## src/rtl/pipeline_skid_chain.sv

```systemverilog
// pipeline_skid_chain: DEPTH valid/ready skid stages in series.
// Each stage holds a main entry (visible downstream) and a skid entry that
// absorbs the beat arriving while the stage is stalled, so every ready
// signal comes straight from a register and no combinational ready path
// crosses the chain. Capacity is 2*DEPTH beats; occupancy tracks the number
// of beats held.
// Optional feature macro: PIPE_SKID_FLUSH_EN adds a synchronous flush input
// that blocks both handshakes for the cycle and clears every valid bit.
module pipeline_skid_chain #(
  parameter int DATA_WIDTH = 32,
  parameter int DEPTH      = 2
) (
  input  logic                             clk,
  input  logic                             rst_n,
  input  logic                             in_valid,
  output logic                             in_ready,
  input  logic [DATA_WIDTH-1:0]            in_data,
  output logic                             out_valid,
  input  logic                             out_ready,
  output logic [DATA_WIDTH-1:0]            out_data,
  output logic [$clog2(2*DEPTH+1)-1:0]     occupancy
`ifdef PIPE_SKID_FLUSH_EN
  ,
  input  logic                             flush
`endif
);

  localparam int OCC_W = $clog2(2*DEPTH+1);

  logic [DEPTH-1:0]      main_valid;
  logic [DEPTH-1:0]      skid_valid;
  logic [DEPTH-1:0]      up_valid;
  logic [DEPTH-1:0]      dn_ready;
  logic [DATA_WIDTH-1:0] main_data [DEPTH];
  logic [DATA_WIDTH-1:0] up_data   [DEPTH];
  logic                  in_xfer;
  logic                  out_xfer;

  // Edge handshakes of the whole chain; flush masks both sides for its cycle.
`ifdef PIPE_SKID_FLUSH_EN
  assign in_ready              = !skid_valid[0] && !flush;
  assign out_valid             = main_valid[DEPTH-1] && !flush;
  assign up_valid[0]           = in_valid && !flush;
  assign dn_ready[DEPTH-1]     = out_ready && !flush;
`else
  assign in_ready              = !skid_valid[0];
  assign out_valid             = main_valid[DEPTH-1];
  assign up_valid[0]           = in_valid;
  assign dn_ready[DEPTH-1]     = out_ready;
`endif
  assign up_data[0] = in_data;
  assign out_data   = main_data[DEPTH-1];
  assign in_xfer    = in_valid && in_ready;
  assign out_xfer   = out_valid && out_ready;

  // Stage-to-stage wiring: stage i feeds from stage i-1's main entry and
  // sees the registered skid state of stage i+1 as its downstream ready.
  for (genvar i = 0; i < DEPTH; i++) begin : g_link
    if (i > 0) begin : g_up
      assign up_valid[i] = main_valid[i-1];
      assign up_data[i]  = main_data[i-1];
    end
    if (i < DEPTH-1) begin : g_dn
      assign dn_ready[i] = !skid_valid[i+1];
    end
  end

  for (genvar i = 0; i < DEPTH; i++) begin : g_stage
    logic                  m_v;
    logic                  s_v;
    logic [DATA_WIDTH-1:0] m_d;
    logic [DATA_WIDTH-1:0] s_d;
    logic                  up_xfer;
    logic                  dn_xfer;

    assign up_xfer = up_valid[i] && !s_v;
    assign dn_xfer = m_v && dn_ready[i];

    // Skid stage: refill main from skid first, then from upstream; the skid
    // entry only loads while empty, which the registered ready guarantees.
    always_ff @(posedge clk or negedge rst_n) begin
      if (!rst_n) begin
        m_v <= 1'b0;
        s_v <= 1'b0;
        m_d <= '0;
        s_d <= '0;
      end
`ifdef PIPE_SKID_FLUSH_EN
      else if (flush) begin
        m_v <= 1'b0;
        s_v <= 1'b0;
      end
`endif
      else begin
        if (!m_v || dn_xfer) begin
          if (s_v) begin
            m_d <= s_d;
            m_v <= 1'b1;
            s_v <= 1'b0;
          end else if (up_xfer) begin
            m_d <= up_data[i];
            m_v <= 1'b1;
          end else begin
            m_v <= 1'b0;
          end
        end else if (up_xfer) begin
          s_d <= up_data[i];
          s_v <= 1'b1;
        end
      end
    end

    assign main_valid[i] = m_v;
    assign skid_valid[i] = s_v;
    assign main_data[i]  = m_d;
  end

  // Occupancy: one step per edge handshake, net zero when both happen.
  always_ff @(posedge clk or negedge rst_n) begin
    if (!rst_n) begin
      occupancy <= '0;
    end
`ifdef PIPE_SKID_FLUSH_EN
    else if (flush) begin
      occupancy <= '0;
    end
`endif
    else begin
      if (in_xfer && !out_xfer) begin
        occupancy <= occupancy + OCC_W'(1);
      end else if (out_xfer && !in_xfer) begin
        occupancy <= occupancy - OCC_W'(1);
      end
    end
  end

endmodule

```

## config.mk

```make
export PLATFORM = sky130hd
export DESIGN_NAME = pipeline_skid_chain
export DESIGN_NICKNAME = d
export VERILOG_FILES = /design/src/rtl/pipeline_skid_chain.sv
export SDC_FILE = /design/constraint.sdc
export NUM_CORES = 1
export LEC_CHECK = 0
export ABC_AREA = 1
export CORE_ASPECT_RATIO = 0.9
export CORE_UTILIZATION = 36
export DETAILED_ROUTE_END_ITERATION = 7
export PLACE_DENSITY_LB_ADDON = 0.1
export RECOVER_POWER = 100
export SYNTH_ARGS = -nofsm -noshare
export SYNTH_HDL_FRONTEND = slang
export SYNTH_SLANG_ARGS = --single-unit
```

## constraint.sdc

```tcl
create_clock -name clk -period 3 [get_ports clk]
set_clock_uncertainty 0.2 [all_clocks]
set_input_delay 0.6 -clock clk [delete_from_list [all_inputs] [get_ports clk]]
set_output_delay 0.6 -clock clk [all_outputs]
set_load 0.005 [all_outputs]
```

== Word-level counts from Yosys, hierarchy flattened ==
Index checks and enable logic that the tools add are counted.
Word-level totals
  logic and storage cells: 49
  bits in registers: 135
  input port bits: 36
  output and inout port bits: 37
Operators by class
  bitwise operators: 2
  reductions and logical operators: 22
  muxes and demuxes: 14
  $add $sub $neg: 2
Operators with widths (count)
  two-way mux 32 bit: 4
  nonzero test 2 bit: 5
  two-way mux 1 bit: 8
  AND reduction 2 bit: 4
  logical NOT 1 bit: 6
  two-way mux 3 bit: 2
  logical AND 1 bit: 5
  adder 3 x 1 -> 3 bit, second input constant: 1
  subtractor 3 x 1 -> 3 bit, second input constant: 1
  logical OR 1 bit: 2
  inverter 1 bit: 2

== Depth between registers and ports, before layout ==
Gate-level depths: netlist (run 1).
  depth after elaboration: 6
  gate-level depth with buffers: 10
  mapped depth without buffers: 10

== Least setup slack after synthesis (run 1) ==
Ideal clock, no wire load.
  path kind: in2reg
  start: input in_valid
  end: register occupancy[2]
  data required time: 2683 ps
  buffers on the path: 0
  stages on the path: 9
  data arrival time: 1602 ps
  slack: 1081 ps
  library setup time: 117 ps
  path through: inv_1 nor2_1 ha_1 inv_1 fa_1 nand2_1 nand3_1 nand2_1 nand2_1
On the way
  cells in the longest elaborated chain, start to end: 4
  elaborated cells between the ends (all ways): 6
  classes of those cells: mux (1); reduce/logical (5)
RTL lines
  start, declared: line 15  | input logic in_valid,
  logical AND 1 bit *: line 53  | assign in_xfer = in_valid && in_ready;
  logical NOT 1 bit: line 131  | end else if (out_xfer && !in_xfer) begin
  logical AND 1 bit: line 131
  nonzero test 2 bit (no line)
  end signal, assigned: line 130  | occupancy <= occupancy + OCC_W'(1);
  end signal, assigned: line 132  | occupancy <= occupancy - OCC_W'(1);
  end, declared: line 21  | output logic [$clog2(2*DEPTH+1)-1:0] occupancy
Mark *: on every way between the ends. The rest lies on a longest branch, timed or not.
A chain may end at the register's enable or synchronous reset.

== Worst setup path after layout (run 1) ==
  start: register g_stage[1].s_v
  end: register g_stage[0].m_d[29]
On the way
  cells in the longest elaborated chain, start to end: 4
RTL lines
  start, declared: line 70  | logic s_v;
  start signal, assigned: line 84  | s_v <= 1'b0;
  start signal, assigned: line 99  | s_v <= 1'b0;
  start signal, assigned: line 108  | s_v <= 1'b1;
  logical NOT 1 bit: line 64  | assign dn_ready[i] = !skid_valid[i+1];
  logical AND 1 bit: line 77  | assign dn_xfer = m_v && dn_ready[i];
  logical OR 1 bit: line 95  | if (!m_v || dn_xfer) begin
  AND reduction 2 bit (no line)
  end signal, assigned: line 101  | m_d <= up_data[i];
  end, declared: line 71  | logic [DATA_WIDTH-1:0] m_d;
No other way between the ends.

==> run summary, run 1 <==
* 1,001 — non-filler instance count after layout
* 15,700 um2 — Core Area
* 0.0501 — fraction of layout instances using a drive strength above 1
* 16,800 um2 — full die area
* 458 uV — VDD IR max
* 0.263 ns — tightest hold margin
* flop to flop — path class of the lowest-slack min-delay path
* 12.4 um — routed wire length per instance
* 21.1 mm — wire length of the first global-routing pass
* complete, no violations — outcome
* 7260 um2 — cell area after layout
* 0 — number of hold-slack violations in the final timing report
* met1 — grt peak-use layer
* 0.375 — initial core utilization
* sky130_fd_sc_hd__nand2_1 — most frequent cell on the critical path
* 3.15 ns — required time of the worst setup path
* 824 — number of nets in the layout
* flop — startpoint kind of the worst setup timing path
* 0 — overflow left after global routing
* 0.77 ns — slowest cell delay on critical path
* 0 — max-capacitance violation count
* 0.165 — overall fraction of global-route tracks in use
* 8.33 mm — post-DP HPWL
* 2 — number of buffers on the longest clock path
* 4,055 — number of global-route vias before repair
* 0.739 — routability-driven placement congestion ratio
* 968 — placed cell count
* 72 — number of I/O port buffers
* 8.09 um2 — post-synthesis area per instance
* 0 — final slew viol count
* 0.576 — proportion of synthesized chip area in sequential cells
* 0.197 — Global Route met2 Usage
* 43 — row count
* 135 — number of synthesized register bits
* 0 — YS warnings
* 73 — I/O pin cnt
* 0.773 — portion of the clock cycle consumed by the worst path in the final layout
* 5 — count of TritonRoute iterations in the first routing pass
* 1 — number of buffers and inverters on the critical path
* 4,444 — count of vias placed by the detailed router
* 0.138 — Relative slew margins
* 2.32 ns — crit path time final
* 67 — largest net degree at the start of global routing
* 0 — number of remaining DRC errors
* 12.4 mm — WL final
* 0 ns — Sum Neg Setup Slack
* nand2_1 > o21ai_0 > clkbuf_2 > nand2_1 > nand2_1 — cells along the critical path
* 32 — CP Max Fanout
* 0.0467 — global-route met3 utilization
* 2.47 ns — arrival time worst endpoint
* 0.05 ns — clock slew at reported path FFs
* out_data[30]$_DFFE_PN0P_ — worst hold start
* 0 — number of buffers inserted to repair setup after CTS
* flop to flop — Setup CP Type
* 808 nW/um2 — power density of the placed cells
* sky130_fd_sc_hd__dfrtp_1 — Crit-path slowest cell
* 0 — number of endpoints failing setup at the final stage
* flop — crit end category
* 0 — ant diodes
* 763 — syn nets
* flip-flops — gate family responsible for the most delay along the worst path
* 135 — clock sinks
* 4 — H-tree level count
* 0.42 ns — clock insertion delay at the later pin of the skew report
* 431 MHz — Highest Clock Rate
* 137 um — die boundary width
* 299 — DRC marker count from the first detailed-route iteration
* no — RSZ-0062 raised after global routing
* g_stage[1].s_v$_DFFE_PN0P_ — worst setup path startpoint
* 19 — number of unique standard cell types used by synthesis
* 725 — number of instances in the synthesized netlist
* 0.270 — met1 capacity usage during global routing
* 4.44 — Avg Vias per Cell
* 3.70 nW — leakage power summed over all cells
* 6740 um2 — cell area after placement
* 5870 um2 — netlist area before placement
* built — CTS tree
* sky130_fd_sc_hd__clkbuf_16 — cell at the root of the clock tree
* 23.8% — area growth from synthesis to layout
* g_stage[1].s_v$_DFFE_PN0P_ — start of the worst register-to-register path
* 123 um — die height
* 1.29 ns — slew of the pin with the lowest slew margin
* 0 — DRT antenna net count
* 17 — number of CTS-inserted buffers
* 0 — number of antenna violations at the first check in global routing
final timing paths:
path / cells after the start / slack [ns] / to
max: 5 / 0.68 / g_stage[0].m_d[29]$_DFFE_PN0P_
min reg2reg: 2 / 0.26 / out_data[30]$_DFFE_PN0P_
max reg2reg: 5 / 0.68 / g_stage[0].m_d[29]$_DFFE_PN0P_
max in group asynchronous: 3 / 0.92 / g_stage[0].m_d[21]$_DFFE_PN0P_
min: 2 / 0.26 / out_data[30]$_DFFE_PN0P_
min in group asynchronous: 2 / 0.67 / out_data[9]$_DFFE_PN0P_
repair_timing:
action                                  in CTS  in global routing
endpoints found under the setup margin       0                  0
resized for setup                            0                  0
hold buffers                                 1                  0
hold endpoints to repair                    35                  0
registers in the layout (all words and copies together), names as in the netlist:
name and count:
out_data 32, g_stage.s_v 2, occupancy 3, g_stage.s_d 64, out_valid 1, g_stage.m_v 1
g_stage.m_d 32
synth_stat cells (all sizes together):
cell type | instances | area share
ha | 1 | 0.0021
xnor2 | 1 | 0.0015
fa | 1 | 0.0034
dfrtp | 135 | 0.58
nand3 | 1 | 0.00085
o21ai | 130 | 0.11
inv | 75 | 0.048
nand2 | 334 | 0.21
nor2 | 8 | 0.0073
clkbuf | 5 | 0.0032
nand4 | 1 | 0.0011
buf | 33 | 0.030
layout make-up:
class | count | area (um2)
repair buffers | 80 | 801
clock inverters | 2 | 10.0
multi-input cells | 477 | 2010
fillers | 1554 | 8390
well taps | 202 | 253
inverters | 75 | 282
clock buffers | 30 | 534
flip-flops and latches | 135 | 3380
power breakdown:
group	leakage [nW]	switching [mW]	internal [mW]
clock network	0.269	0.714	1.19
registers	1.70	0.308	2.38
logic	1.74	0.696	0.586
total	3.70	1.72	4.15
placed cells by master, fill, tap and decap left out:
cell,count
sky130_fd_sc_hd__o21ai_1,4
sky130_fd_sc_hd__nor2_1,6
sky130_fd_sc_hd__buf_4,3
sky130_fd_sc_hd__o21ai_2,1
sky130_fd_sc_hd__inv_2,1
sky130_fd_sc_hd__ha_1,1
sky130_fd_sc_hd__clkbuf_8,6
sky130_fd_sc_hd__clkbuf_2,2
sky130_fd_sc_hd__o21ai_0,125
sky130_fd_sc_hd__xnor2_1,1
sky130_fd_sc_hd__inv_1,73
sky130_fd_sc_hd__clkbuf_16,17
sky130_fd_sc_hd__nand2_1,332
sky130_fd_sc_hd__clkbuf_1,7
sky130_fd_sc_hd__clkdlybuf4s50_1,33
sky130_fd_sc_hd__nor2_4,1
sky130_fd_sc_hd__fa_1,1
sky130_fd_sc_hd__nor2_2,1
sky130_fd_sc_hd__nand2_2,2
sky130_fd_sc_hd__nand4_1,1
sky130_fd_sc_hd__nand3_1,1
sky130_fd_sc_hd__dlygate4sd3_1,39
sky130_fd_sc_hd__clkinv_1,1
sky130_fd_sc_hd__clkinv_2,2
sky130_fd_sc_hd__buf_12,2
sky130_fd_sc_hd__dfrtp_2,1
sky130_fd_sc_hd__clkbuf_4,1
sky130_fd_sc_hd__dfrtp_1,134
per-stage QoR:
| stage | worst slack [ns] | total power, mW | utilization |
|---|---|---|---|
| 2_1_floorplan | 1.08 | 3.47 | - |
| 3_3_place_gp | 0.476 | 4.07 | 0.430 |
| 3_5_place_dp | 0.373 | 4.13 | 0.430 |
| 4_1_cts | 0.759 | 6.07 | 0.466 |
| 5_1_grt | 0.404 | 6.28 | 0.464 |
| 6_report | 0.680 | 5.87 | 0.464 |
cell families after synthesis:
kind of cell,share of synthesized area
AND/OR/NAND/NOR,0.224
flip-flops,0.576
AO/OA/AOI/OAI,0.112
buffers and inverters,0.0811
adder cells (fa/ha/maj),0.00555
XOR/XNOR,0.00149
layer usage:
layer	routed length (um)	vias to the layer above	part of all wire
met4	131	0	0.011
li1	-	2342	-
met2	4570	110	0.37
met5	0	-	0
met3	603	12	0.049
met1	7120	1980	0.57
tightest hold or removal path, stage by stage, from the launching register on:
cell	delay, ns
sky130_fd_sc_hd__dfrtp_1	0.33
sky130_fd_sc_hd__nand2_1	0.05
sky130_fd_sc_hd__nand2_1	0.04
Note: power is estimated with default switching activity, not from simulation.
==> run 2, diff against run 1 <==
==> constraint.sdc (replaced) <==
create_clock -name clk -period 2.05 [get_ports clk]
set_clock_uncertainty 0.2 [all_clocks]
set_input_delay 0.41 -clock clk [delete_from_list [all_inputs] [get_ports clk]]
set_output_delay 0.41 -clock clk [all_outputs]
set_load 0.005 [all_outputs]
==> run 2 against run 1 <==
Against the previous run:
- critical path depth shrank 4
- worst hold slack improved by 0.00059 ns
- final cell count grew 1.0%
- die area unchanged
- core utilization is 0.57 points higher
- total power increased by 50%
- combinational power up 49%
- sequential share of layout area down 0.54 points
- design area up 1.2%
- sequential cell count is the same
- critical endpoint is now out_data[19]
- largest power group unchanged
- highest routed layer unchanged
==> run summary, run 2 (same netlist as run 1, synthesis figures left out) <==
* 1.99 ns — crit path time final
* 0.58 ns — slowest cell delay on critical path, was 0.77 ns
* 21.2 mm — wire length of the first global-routing pass, was 21.1 mm
* 43 — row count, unchanged
* 0 ns — Sum Neg Setup Slack, unchanged
* 0.754 — routability-driven placement congestion ratio, was 0.739
* 1.44 ns — required time of the worst setup path, was 3.15 ns
* 2 — number of buffers on the longest clock path, unchanged
* 4 — H-tree level count, unchanged
* 0.375 — initial core utilization, unchanged
* 681 um — metal3 WL, was 603 um
* 8 — logic depth of the worst register-to-register path, was 5
* 0 — number of antenna violations at the first check in global routing, unchanged
* 3380 um2 — sequential cell area, about the same
* flop to flop — path class of the lowest-slack min-delay path, unchanged
* 17 — number of CTS-inserted buffers, unchanged
* 0.338 — clock network power share, was 0.324
* 0.969 — portion of the clock cycle consumed by the worst path in the final layout
* built — CTS tree, unchanged
* met4 — DR top layer, unchanged
* 12.1 um — routed wire length per instance, was 12.4 um
* 3.76 nW — leakage power summed over all cells, was 3.70 nW
* 2010 um2 — area occupied by multi-input gates, unchanged
* 0.445 — Sequential Power Share, was 0.458
* 2 — hold path cells, unchanged
* complete, no violations — outcome, unchanged
* 0.0635 ns — Worst Slack Setup Final, was 0.680 ns
* 0 — ant diodes, unchanged
* 12.3 mm — WL final, was 12.4 mm
* 73 — I/O pin cnt, unchanged
* 8.47 mm — post-DP HPWL, was 8.33 mm
* no — RSZ-0062 raised after global routing, unchanged
* dlygate4sd3_1 — cells along the critical path, was nand2_1 > o21ai_0 > clkbuf_2 > nand2_1 > nand2_1
* 4.52 mm — DR WL met2, was 4.57 mm
* 503 MHz — Highest Clock Rate
* 0 — DRT antenna net count, unchanged
* buffers and inverters — gate family responsible for the most delay along the worst path, was flip-flops
* 0.0667 — fraction of layout instances using a drive strength above 1, was 0.0501
* 7350 um2 — cell area after layout, was 7260 um2
* flop — startpoint kind of the worst setup timing path, unchanged
* 0 — number of hold-slack violations in the final timing report, unchanged
* 0.05 ns — clock slew at reported path FFs, about the same
* 0 — max-capacitance violation count, unchanged
* 0 — number of remaining DRC errors, unchanged
* 405 — DRC marker count from the first detailed-route iteration, was 299
* g_stage.s_d — largest register by flop count, unchanged
* output pin — crit end category, was flop
* sky130_fd_sc_hd__nand2_1 — commonest non-fill, non-tap cell in the layout, unchanged
* 6830 um2 — cell area after placement, was 6740 um2
* 0.165 — overall fraction of global-route tracks in use, about the same
* 65 — largest net degree at the start of global routing, was 67
* 1 — number of buffers and inverters on the critical path, unchanged
* 4,474 — count of vias placed by the detailed router, was 4,444
* 0.289 — share of total power consumed by net switching, was 0.293
* sky130_fd_sc_hd__dlygate4sd3_1 — Crit-path slowest cell, was sky130_fd_sc_hd__dfrtp_1
* 0.21 ns — minimum setup slack among reg-to-reg paths, was 0.68 ns
* 123 um — die height, unchanged
* 0.768 ns — slew of the pin with the lowest slew margin, was 1.29 ns
* g_stage[0].s_v$_DFFE_PN0P_ — start of the worst register-to-register path, was g_stage[1].s_v$_DFFE_PN0P_
* 2 — CP Max Fanout, was 32
* 25.4% — area growth from synthesis to layout, was 23.8%
* 16,800 um2 — full die area, unchanged
* 135 — clock sinks, unchanged
* 4.43 — Avg Vias per Cell, was 4.44
* 0.42 ns — clock insertion delay at the later pin of the skew report, about the same
* 6.96 mm — wire length on met1, was 7.12 mm
* -0.259 ns — Post-Place Setup Slack, was 0.373 ns
* 1,011 — non-filler instance count after layout, was 1,001
* 0.488 — Relative slew margins, was 0.138
* 4,214 — number of global-route vias before repair, was 4,055
* sky130_fd_sc_hd__nand2_1, sky130_fd_sc_hd__dfrtp_1, sky130_fd_sc_hd__o21ai_0, sky130_fd_sc_hd__inv_1, sky130_fd_sc_hd__clkdlybuf4s50_1 — commonest non-fill, non-tap cells in the layout, was sky130_fd_sc_hd__nand2_1, sky130_fd_sc_hd__dfrtp_1, sky130_fd_sc_hd__o21ai_0, sky130_fd_sc_hd__inv_1, sky130_fd_sc_hd__dlygate4sd3_1
* 977 — placed cell count, was 968
* 2.55 mW — power dissipated by switching net loads, was 1.72 mW
* out_data[3]$_DFFE_PN0P_ — worst hold start, was out_data[30]$_DFFE_PN0P_
* 834 — number of nets in the layout, was 824
* 0 — number of endpoints failing setup at the final stage, unchanged
* 15,700 um2 — Core Area, unchanged
* occupancy[2]$_DFFE_PN0P_ — endpoint of the worst register-to-register path, was g_stage[0].m_d[29]$_DFFE_PN0P_
* 624 uV — VDD IR max, was 458 uV
* sky130_fd_sc_hd__clkbuf_16 — cell at the root of the clock tree, unchanged
* 0 — final slew viol count, unchanged
* 72 — number of I/O port buffers, unchanged
* 6.27 mW — cell-internal power, was 4.15 mW
* 0 — overflow left after global routing, unchanged
* 64 — max FFs per register, unchanged
* 0.216 — Logic pwr share, was 0.218
* 1.38 ns — arrival time worst endpoint, was 2.47 ns
* out_data[3]$_DFFE_PN0P_ — hold worst-path end, was out_data[30]$_DFFE_PN0P_
* 5 — count of TritonRoute iterations in the first routing pass, unchanged
* 1,555 — fillcell total, was 1,554
* 137 um — die boundary width, unchanged
* 1200 nW/um2 — power density of the placed cells, was 808 nW/um2
* flop to output pin — Setup CP Type, was flop to flop
-- run 2: changes by cell type in the layout (fill, tap and decap cells not counted), moves of 2 or more --
cell	delta
sky130_fd_sc_hd__dlygate4sd3_1	-9
sky130_fd_sc_hd__clkdlybuf4s50_1	+8
sky130_fd_sc_hd__clkinv_2	+6
sky130_fd_sc_hd__clkbuf_4	+5
sky130_fd_sc_hd__o21ai_0	-3
sky130_fd_sc_hd__o21ai_1	+3
sky130_fd_sc_hd__buf_4	+2
sky130_fd_sc_hd__bufinv_16	+2
sky130_fd_sc_hd__clkbuf_1	-2
sky130_fd_sc_hd__clkbuf_8	-2
-- run 2: layout make-up --
cell class / instances / area share
Clock buffer: 22 / 0.0658
Clock inverter: 10 / 0.0136
Inverter: 75 / 0.0383
Multi-Input combinational cell: 477 / 0.273
Sequential cell: 135 / 0.460
Tap cell: 202 / 0.0344
Timing Repair Buffer: 90 / 0.115
-- run 2: worst max-delay path by stage --
stage	start	end	slack (ns)	depth (start not counted)
3_3_place_gp	in_valid	occupancy[2]$_DFFE_PN0P_	-0.19	10
3_5_place_dp	in_valid	occupancy[2]$_DFFE_PN0P_	-0.26	10
5_1_grt	occupancy[1]$_DFFE_PN0P_	occupancy[1]	0.001	1
2_1_floorplan	in_valid	occupancy[2]$_DFFE_PN0P_	0.32	9
4_1_cts	g_stage[0].s_v$_DFFE_PN0P_	in_ready	0.007	2
6_report	out_data[19]$_DFFE_PN0P_	out_data[19]	0.06	1
-- run 2: power groups by stage --
stage / logic [mW] / registers, mW / clock network, mW
5_1_grt: 2.25 / 4.04 / 3.17
6_report: 1.91 / 3.93 / 2.98
3_5_place_dp: 2.08 / 3.98 / 0
3_3_place_gp: 2.03 / 3.95 / 0
4_1_cts: 2.09 / 3.94 / 3.05
2_1_floorplan: 1.17 / 3.90 / 0
-- run 2: what timing repair did --
action,4_1_cts,5_1_grt
endpoints found under the setup margin,0,1
endpoints found under the hold margin,47,0
buffers inserted,0,1
resized for setup,0,1
hold buffers,1,0
-- run 2: per-layer routing --
metal | GRT usage | vias up
met4 | 0.0618 | 0
li1 | - | 2373
met3 | 0.0508 | 9
met1 | 0.262 | 1980
met2 | 0.202 | 112
met5 | 0 | -
-- run 2: metrics by stage --
step                      hold slack (ns)  total power, mW   util
final                               0.264             8.81  0.470
after global routing                0.280             9.46  0.470
after CTS                           0.271             9.09  0.474
after detailed placement            0.222             6.06  0.436
after global placement              0.217             5.98  0.436
after floorplan                   -0.0856             5.07      -
==> run 3, diff against run 2 <==
--- a/config.mk
+++ b/config.mk
@@ -11,6 +11,7 @@
 export DETAILED_ROUTE_END_ITERATION = 7
 export PLACE_DENSITY_LB_ADDON = 0.1
 export RECOVER_POWER = 100
+export SETUP_SLACK_MARGIN = 0.05
 export SYNTH_ARGS = -nofsm -noshare
 export SYNTH_HDL_FRONTEND = slang
 export SYNTH_SLANG_ARGS = --single-unit
==> run 3 against run 2 <==
Against the previous run:
- global-route usage up 0.090 points
- final cell count rose by 0.20%
- design area grew 0.41%
- sequential power about the same
- sequential cell count unchanged
- wire length increased by 0.30%
- die area is the same
- non-clock buffer count is 2 higher
- fmax hardly changed
- worst hold slack about the same
- total power increased by 0.50%
- via count increased by 0.74%
==> run summary, run 3 (same netlist as run 1, synthesis figures left out) <==
* 43 — row count, unchanged
* 0.375 — initial core utilization, unchanged
* sky130_fd_sc_hd__clkbuf_16 — cell at the root of the clock tree, unchanged
* 0.0646 ns — Worst Slack Setup Final, was 0.0635 ns
* 17 — number of CTS-inserted buffers, unchanged
* complete, no violations — outcome, unchanged
* 64 — max FFs per register, unchanged
* 1,557 — fillcell total, was 1,555
* 0 — overflow left after global routing, unchanged
* 1,013 — non-filler instance count after layout, was 1,011
* 8 — count of TritonRoute iterations in the first routing pass, was 5
* 0.58 ns — slowest cell delay on critical path, about the same
* 1200 nW/um2 — power density of the placed cells, about the same
* flop to output pin — Setup CP Type, unchanged
* 504 MHz — Highest Clock Rate, was 503 MHz
* 6830 um2 — cell area after placement, unchanged
* buffers and inverters — gate family responsible for the most delay along the worst path, unchanged
* 72 — number of I/O port buffers, unchanged
* 1 — number of buffers and inverters on the critical path, unchanged
* 0 ns — Sum Neg Setup Slack, unchanged
* 0.166 — overall fraction of global-route tracks in use, was 0.165
* 0 — DRT antenna net count, unchanged
* 135 — clock sinks, unchanged
* 65 — largest net degree at the start of global routing, unchanged
* sky130_fd_sc_hd__nand2_1, sky130_fd_sc_hd__dfrtp_1, sky130_fd_sc_hd__o21ai_0, sky130_fd_sc_hd__inv_1, sky130_fd_sc_hd__clkdlybuf4s50_1 — commonest non-fill, non-tap cells in the layout, unchanged
* 0 — number of hold-slack violations in the final timing report, unchanged
* 0.969 — portion of the clock cycle consumed by the worst path in the final layout, about the same
* output pin — crit end category, unchanged
* -0.259 ns — Post-Place Setup Slack, unchanged
* 123 um — die height, unchanged
* 137 um — die boundary width, unchanged
* 12.3 mm — WL final, about the same
* 0 — number of remaining DRC errors, unchanged
* 25.9% — area growth from synthesis to layout, was 25.4%
* 977 — placed cell count, unchanged
* 0.0740 — fraction of layout instances using a drive strength above 1, was 0.0667
* dlygate4sd3_1 — cells along the critical path, unchanged
* 0.42 ns — clock insertion delay at the later pin of the skew report, about the same
* 0 — final slew viol count, unchanged
* 8.86 mW — Overall Power, was 8.81 mW
* 12.2 um — routed wire length per instance, was 12.1 um
* 15,700 um2 — Core Area, unchanged
* 1.38 ns — arrival time worst endpoint, about the same
* 3.77 nW — leakage power summed over all cells, was 3.76 nW
* 628 uV — VDD IR max, was 624 uV
* 0.05 ns — clock slew at reported path FFs, about the same
* 16,800 um2 — full die area, unchanged
* 836 — number of nets in the layout, was 834
* 2 — number of buffers on the longest clock path, unchanged
* 0 — max-capacitance violation count, unchanged
* g_stage.s_d — largest register by flop count, unchanged
* 343 — DRC marker count from the first detailed-route iteration, was 405
* built — CTS tree, unchanged
* 7380 um2 — cell area after layout, was 7350 um2
* sky130_fd_sc_hd__nand2_1 — commonest non-fill, non-tap cell in the layout, unchanged
* 4,507 — count of vias placed by the detailed router, was 4,474
* 0 — ant diodes, unchanged
* 4,220 — number of global-route vias before repair, was 4,214
* flop to flop — path class of the lowest-slack min-delay path, unchanged
* 1.44 ns — required time of the worst setup path, about the same
* 4.45 — Avg Vias per Cell, was 4.43
* 0.770 ns — slew of the pin with the lowest slew margin, was 0.768 ns
* flop — startpoint kind of the worst setup timing path, unchanged
* yes — RSZ-0062 raised after global routing, was no
* 73 — I/O pin cnt, unchanged
* 0.754 — routability-driven placement congestion ratio, unchanged
* 2 — CP Max Fanout, unchanged
* 1.99 ns — crit path time final, about the same
* 4 — H-tree level count, unchanged
* 0 — number of endpoints failing setup at the final stage, unchanged
* 0.486 — Relative slew margins, was 0.488
* 0 — number of antenna violations at the first check in global routing, unchanged
* 21.3 mm — wire length of the first global-routing pass, was 21.2 mm
* 8.47 mm — post-DP HPWL, unchanged
* sky130_fd_sc_hd__dlygate4sd3_1 — Crit-path slowest cell, unchanged
run 3: worst paths after layout:
kind                       slack (ns)                    endpoint                        from  cells after the start
setup / recovery                 0.06                out_data[19]    out_data[19]$_DFFE_PN0P_                      1
hold / removal                   0.26     out_data[3]$_DFFE_PN0P_     out_data[3]$_DFFE_PN0P_                      2
setup reg to reg                 0.15    occupancy[2]$_DFFE_PN0P_  g_stage[0].s_v$_DFFE_PN0P_                      9
hold reg to reg                  0.26     out_data[3]$_DFFE_PN0P_     out_data[3]$_DFFE_PN0P_                      2
max in group asynchronous        0.25  g_stage[1].s_v$_DFFE_PN0P_                       rst_n                      3
min in group asynchronous        0.42     out_data[9]$_DFFE_PN0P_                       rst_n                      2
run 3: cell type report:
cell class	count	area (um2)	area share
Multi-Input combinational cell	477	2020	0.273
Clock inverter	10	100	0.0136
Sequential cell	135	3380	0.458
Timing Repair Buffer	92	866	0.117
Inverter	75	282	0.0381
Tap cell	202	253	0.0342
Clock buffer	22	484	0.0656
run 3: tightest hold or removal path: cells and delay by family (launching register included):
kind | cells | cell delay [ns]
DFF | 1 | 0.34
and+or+nand+nor | 2 | 0.09
run 3: power breakdown:
part	internal [mW]	switching, mW	leakage, nW
combinational	0.917	1.04	1.78
clock	1.90	1.08	0.299
sequential	3.48	0.438	1.69
run 3: per-stage QoR:
| stage | hold WS (ns) | utilization |
|---|---|---|
| 3_3_place_gp | 0.217 | 0.436 |
| 6_report | 0.264 | 0.472 |
| 5_1_grt | 0.280 | 0.472 |
| 4_1_cts | 0.271 | 0.475 |
| 2_1_floorplan | -0.0856 | - |
| 3_5_place_dp | 0.222 | 0.436 |
run 3: layer usage:
| layer | share of wire | GRT usage | wire (um) |
|---|---|---|---|
| met1 | 0.57 | 0.265 | 6980 |
| met2 | 0.36 | 0.203 | 4470 |
| met3 | 0.057 | 0.0500 | 706 |
| met4 | 0.013 | 0.0611 | 155 |
| met5 | 0 | 0 | 0 |
run 3: repair_timing:
item | in CTS | in global routing
hold buffers | 1 | 0
pin swaps | 0 | 0
setup endpoints to repair | 2 | 3
setup buffers | 2 | 1
endpoints found under the hold margin | 47 | 0
resized for setup | 1 | 4
gates cloned | 0 | 0
